$ cat src/rtl/clock_pkg.sv
// Shared types and BCD helpers for the digital-clock timekeeping datapath.
package clock_pkg;

  typedef logic [7:0] bcd2_t;

  localparam bcd2_t SEC_MAX_BCD = 8'h59;
  localparam bcd2_t MIN_MAX_BCD = 8'h59;
  localparam bcd2_t H24_MAX_BCD = 8'h23;
  localparam bcd2_t H12_MAX_BCD = 8'h12;

  function automatic bcd2_t to_bcd2(input int unsigned v);
    return {4'(v / 32'd10), 4'(v % 32'd10)};
  endfunction

  // A value is usable only if both digits are decimal and it lies inside the field range.
  function automatic logic bcd2_in_range(input bcd2_t v, input bcd2_t lo, input bcd2_t hi);
    return (v[7:4] <= 4'd9) && (v[3:0] <= 4'd9) && (v >= lo) && (v <= hi);
  endfunction

  function automatic bcd2_t bcd2_inc(input bcd2_t v);
    bcd2_t r;
    if (v[3:0] == 4'd9) begin
      r = {v[7:4] + 4'd1, 4'd0};
    end else begin
      r = {v[7:4], v[3:0] + 4'd1};
    end
    return r;
  endfunction

endpackage

$ cat src/rtl/bcd_counter.sv
// Two-digit BCD counter with wrap from MAX_BCD to MIN_BCD, synchronous clear and a carry-out.
module bcd_counter
  import clock_pkg::*;
#(
  parameter bcd2_t MAX_BCD = SEC_MAX_BCD,
  parameter bcd2_t MIN_BCD = 8'h00,
  parameter bcd2_t RST_BCD = MIN_BCD
) (
  input  logic  clk,
  input  logic  n_rst,
  input  logic  inc,
  input  logic  clr,
  output bcd2_t q,
  output logic  carry
);

  bcd2_t q_d, q_q;

  // Next value: clear beats increment; corrupted contents recover to the reset value.
  always_comb begin
    q_d = q_q;
    if (clr) begin
      q_d = MIN_BCD;
    end else if (inc) begin
      if (!bcd2_in_range(q_q, MIN_BCD, MAX_BCD)) begin
        q_d = RST_BCD;
      end else if (q_q == MAX_BCD) begin
        q_d = MIN_BCD;
      end else begin
        q_d = bcd2_inc(q_q);
      end
    end else begin
      q_d = q_q;
    end
  end

  // Field register.
  always_ff @(posedge clk or negedge n_rst) begin
    if (!n_rst) begin
      q_q <= RST_BCD;
    end else begin
      q_q <= q_d;
    end
  end

  assign q     = q_q;
  assign carry = inc & (q_q == MAX_BCD);

endmodule

$ cat src/rtl/time_counter.sv
// Seconds/minutes/hours BCD timekeeping with single-cycle carry cascade and adjust pulses.
module time_counter
  import clock_pkg::*;
#(
  parameter int HOUR_MOD = 24,
  parameter int SEC_MOD  = 60
) (
  input  logic       clk,
  input  logic       n_rst,
  input  logic       en1hz,
  input  logic       adj_mode,
  input  logic       SECINC,
  input  logic       MININC,
  input  logic       HOURINC,
  output logic [7:0] sec_bcd,
  output logic [7:0] min_bcd,
  output logic [7:0] hour_bcd,
  output logic       hour_tick
);

  localparam bcd2_t SEC_MAX  = (SEC_MOD == 60) ? SEC_MAX_BCD : to_bcd2(SEC_MOD - 1);
  localparam bcd2_t HOUR_MAX = (HOUR_MOD == 12) ? H12_MAX_BCD : H24_MAX_BCD;
  localparam bcd2_t HOUR_MIN = (HOUR_MOD == 12) ? 8'h01 : 8'h00;
  localparam bcd2_t HOUR_RST = (HOUR_MOD == 12) ? 8'h12 : 8'h00;

  logic  sec_inc_s, sec_carry_s;
  logic  min_inc_s, min_carry_s, min_wrap_s;
  logic  hour_inc_s, hour_carry_s;
  logic  hour_tick_d, hour_tick_q;
  bcd2_t sec_s, min_s, hour_s;

  // A clear on the same edge as a 1 Hz step suppresses the step, so no minute carry leaks out.
  assign sec_inc_s  = en1hz & ~adj_mode & ~SECINC;
  assign min_inc_s  = MININC | sec_carry_s;
  // An adjust step on minutes absorbs a simultaneous carry and never ripples into hours.
  assign min_wrap_s = min_carry_s & ~MININC;
  assign hour_inc_s = HOURINC | min_wrap_s;

  bcd_counter #(
    .MAX_BCD (SEC_MAX),
    .MIN_BCD (8'h00),
    .RST_BCD (8'h00)
  ) u_sec (
    .clk   (clk),
    .n_rst (n_rst),
    .inc   (sec_inc_s),
    .clr   (SECINC),
    .q     (sec_s),
    .carry (sec_carry_s)
  );

  bcd_counter #(
    .MAX_BCD (MIN_MAX_BCD),
    .MIN_BCD (8'h00),
    .RST_BCD (8'h00)
  ) u_min (
    .clk   (clk),
    .n_rst (n_rst),
    .inc   (min_inc_s),
    .clr   (1'b0),
    .q     (min_s),
    .carry (min_carry_s)
  );

  bcd_counter #(
    .MAX_BCD (HOUR_MAX),
    .MIN_BCD (HOUR_MIN),
    .RST_BCD (HOUR_RST)
  ) u_hour (
    .clk   (clk),
    .n_rst (n_rst),
    .inc   (hour_inc_s),
    .clr   (1'b0),
    .q     (hour_s),
    .carry (hour_carry_s)
  );

  assign hour_tick_d = min_wrap_s & hour_carry_s;

  // Day-wrap pulse, only from the normal counting cascade.
  always_ff @(posedge clk or negedge n_rst) begin
    if (!n_rst) begin
      hour_tick_q <= 1'b0;
    end else begin
      hour_tick_q <= hour_tick_d;
    end
  end

  assign sec_bcd   = sec_s;
  assign min_bcd   = min_s;
  assign hour_bcd  = hour_s;
  assign hour_tick = hour_tick_q;

endmodule
$ cat config.mk
export PLATFORM = sky130hd
export DESIGN_NAME = time_counter
export DESIGN_NICKNAME = d
export VERILOG_FILES = /design/src/rtl/clock_pkg.sv /design/src/rtl/bcd_counter.sv /design/src/rtl/time_counter.sv
export SDC_FILE = /design/constraint.sdc
export NUM_CORES = 1
export LEC_CHECK = 0
export CORE_MARGIN = 2
export CORE_UTILIZATION = 35
export CTS_BUF_LIST = sky130_fd_sc_hd__clkbuf_2
export DETAILED_ROUTE_END_ITERATION = 8
export HOLD_SLACK_MARGIN = 0.05
export PLACE_DENSITY_LB_ADDON = 0.15
export SETUP_SLACK_MARGIN = 0.02
export SYNTH_ARGS = -nofsm -noshare
export SYNTH_HDL_FRONTEND = slang
export SYNTH_HIERARCHICAL = 1
export SYNTH_SLANG_ARGS = --single-unit
$ cat constraint.sdc
create_clock -name clk -period 4.5 [get_ports clk]
set_input_delay 1.125 -clock clk [delete_from_list [all_inputs] [get_ports clk]]
set_output_delay 1.125 -clock clk [all_outputs]
set_load 0.01 [all_outputs]
==> reports/results.ini <==
[critical_path]
startpoint_type = input port
crit_required_ns = 4.77
slowest_delay_ns = 0.64
crit_fanout = 7
cp_slowest_cell = clkdlybuf4s50_1
path_cells = clkdlybuf4s50_1, nor3b_2, nor2b_1, and4_1, or2_1, nor2b_1, and4_1, a21o_1, nor2_1, nor3b_1, and4_2, a221o_1
critPathBufInv = 1
crit_family = simple AND/OR/NAND/NOR gates
crit_path_end_kind = register
criticalPathCategory = in -> reg
worst-endpoint-arrival_ns = 4.12

[floorplan]
rows = 24
die_w_um = 72.3
core_area_um2 = 4410
die_h_um = 72.3
start_util_pct = 37.0
ioPinCount = 32
dieArea_um2 = 5220

[logic_synthesis]
yosysUniqueCellTypes = 51
synth_most_common_cell = dfrtp_1
synth-adder-area-share_pct = 6.90
netlist_area_um2 = 1630
synth-simple-area-share_pct = 26.6
yosys.area.top_type = dfrtp_1
synthFlopType = dfrtp_1
synth_top_family_by_area = simple AND/OR/NAND/NOR gates
synth_area_per_cell_um2 = 9.60
synth_top_area_share_pct = 38.3
synth_warnings = 6
synth_xor_area_share_pct = 0
synth-seq-cells = 25
ys_seq_area_share_pct = 38.3
synth_mux_area_share_pct = 2.45
ys_top_cells_by_area = dfrtp_1 (38%), ha_1 (6.9%), inv_1 (3.7%)
synthTopCellsByCount = dfrtp_1 (25), inv_1 (16), nand2_1 (15), ha_1 (9)
netlist_instances = 170
async_flop_share_pct = 100
synth-edff-count = 0
synth_compound_area_share_pct = 19.9

[timing]
fin_skew_ns = 0.00848
drv_slew = 0
setup_viol = 0
rsz0062_at_grt = no
final_hold_viol_count = 0
period_needed_ns = 3.85
setup_tns_ns = 0
period_share_pct = 85.5
max_freq_ghz = 0.260

[layout]
drive_gt1_share_pct = 12.9
areaGrowthSynthToFinish_pct = 24.6
diodes = 0
fin_cells = 261
nets = 226

[outcome]
outcome = complete, no violations

[global_route]
gr-total-overflow = 0
first_global_vias = 1332
grt_max_degree = 26
track_usage_pct = 14.6
grt_pass1_wl_um = 6100
antenna_found_initial = 0

[detailed_routing]
wl_per_cell_um = 13.8
wl_um = 3610
firstDrtPassIters = 4
post_drt_via_cell_ratio = 5.42
post-route-drc-count = 0
antenna_left = 0
num_vias = 1415
drt_iter0_markers = 104

[power]
switchingPower_mw = 0.122
leakagePower_nw = 0.877
p_per_area_nw_per_um2 = 204
internal_power_mw = 0.293
p_total_mw = 0.415
switching_share_pct = 29.3
pwr-share-seq_pct = 60.6
ir_worst_vdd_v = 0.0000828
clockPowerShare_pct = 22.5
comb_power_share_pct = 16.9

[clock_tree]
cts_setup_buffers = 0
clk_pin_slew_ns = 0.25
clkLatencyLatePin_ns = 0.34
cts_buffers = 3
cts_tree = yes
h-tree-depth = 1
clock_path_buffers = 2
clock_sinks = 25
holdBufCountCts = 0
root_buffer = clkbuf_2
ctsResizeCount = 0

[flow_run]
max-cap-violations = 0

[min_path]
hold_path.class = reg -> reg

[place]
io_buffers = 31
hpwlAfterDp_um = 2650
gp_congestion = 0.866
dp_cells = 257

[registers in the layout, summed over array words and instances, names as in the netlist]
signal / cells
u_hour/q: 8
hour_tick: 1
u_sec/q: 8
u_min/q: 8
[routing by layer]
metal | vias up | part of all wire [%] | GRT usage [%]
met5 | - | 0 | 0
met4 | 0 | 1.1 | 5.24
met3 | 4 | 3.6 | 1.94
met2 | 28 | 48 | 24.0
met1 | 684 | 48 | 19.8
li1 | 699 | - | -
[final cells by class]
type | count | area (µm²)
Clock buffer | 4 | 20.0
Fill cell | 416 | 2380
Inverter | 16 | 60.1
Multi-Input combinational cell | 132 | 945
Sequential cell | 25 | 626
Tap cell | 52 | 65.1
Timing Repair Buffer | 32 | 318
[layout by cell type, fill, tap and decap left out, types with 5 or more instances in the layout]
cell type         n
nand3_1           7
nor2_1            7
nand2_1          15
dfrtp_1          25
a21oi_1           6
inv_1            16
nand4_1           6
nor2b_1           5
conb_1            9
clkdlybuf4s50_1  31
ha_1              9
[cell families (layout without fill, tap and decap cells)]
logic type | after synthesis | after routing
AOI/OAI and AO/OA | 40 | 40
muxes | 4 | 4
other | 1 | 9
buffers and inverters | 21 | 52
and+or+nand+nor | 70 | 70
DFF | 25 | 25
adders and majority gates | 9 | 9
[power by group through the flow]
stage / clock [mW] / sequential, mW / combinational [mW]
after floorplan: 0 / 0.247 / 0.0474
after global placement: 0 / 0.254 / 0.0696
after detailed placement: 0 / 0.255 / 0.0705
after CTS: 0.100 / 0.251 / 0.0707
after global routing: 0.106 / 0.254 / 0.0775
final: 0.0934 / 0.251 / 0.0701
[per-stage QoR]
| step | cell area [µm²] | util [%] | worst slack, ns | hold WS (ns) |
|---|---|---|---|---|
| after global routing | 2030 | 46.1 | 0.506 | 0.602 |
| after global placement | 2010 | 45.6 | 0.377 | 0.519 |
| after floorplan | 1660 | - | 1.10 | 0.551 |
| after detailed placement | 2010 | 45.6 | 0.270 | 0.521 |
| final | 2030 | 46.1 | 0.652 | 0.570 |
| after CTS | 2030 | 46.1 | 0.685 | 0.579 |
[path summary, 6_finish.rpt]
path	start	endpoint	slack, ns	cells after the start
max	SECINC	u_hour/q[1]	0.65	12
min	u_hour/q[7]	u_hour/q[7]	0.57	1
max reg2reg	u_sec/q[0]	u_hour/q[1]	1.53	10
min reg2reg	u_hour/q[7]	u_hour/q[7]	0.57	1
max in group asynchronous	n_rst	u_min/q[6]	3.15	2
min in group asynchronous	n_rst	u_hour/q[4]	1.09	2
Note: power is estimated with default switching activity, not from simulation.
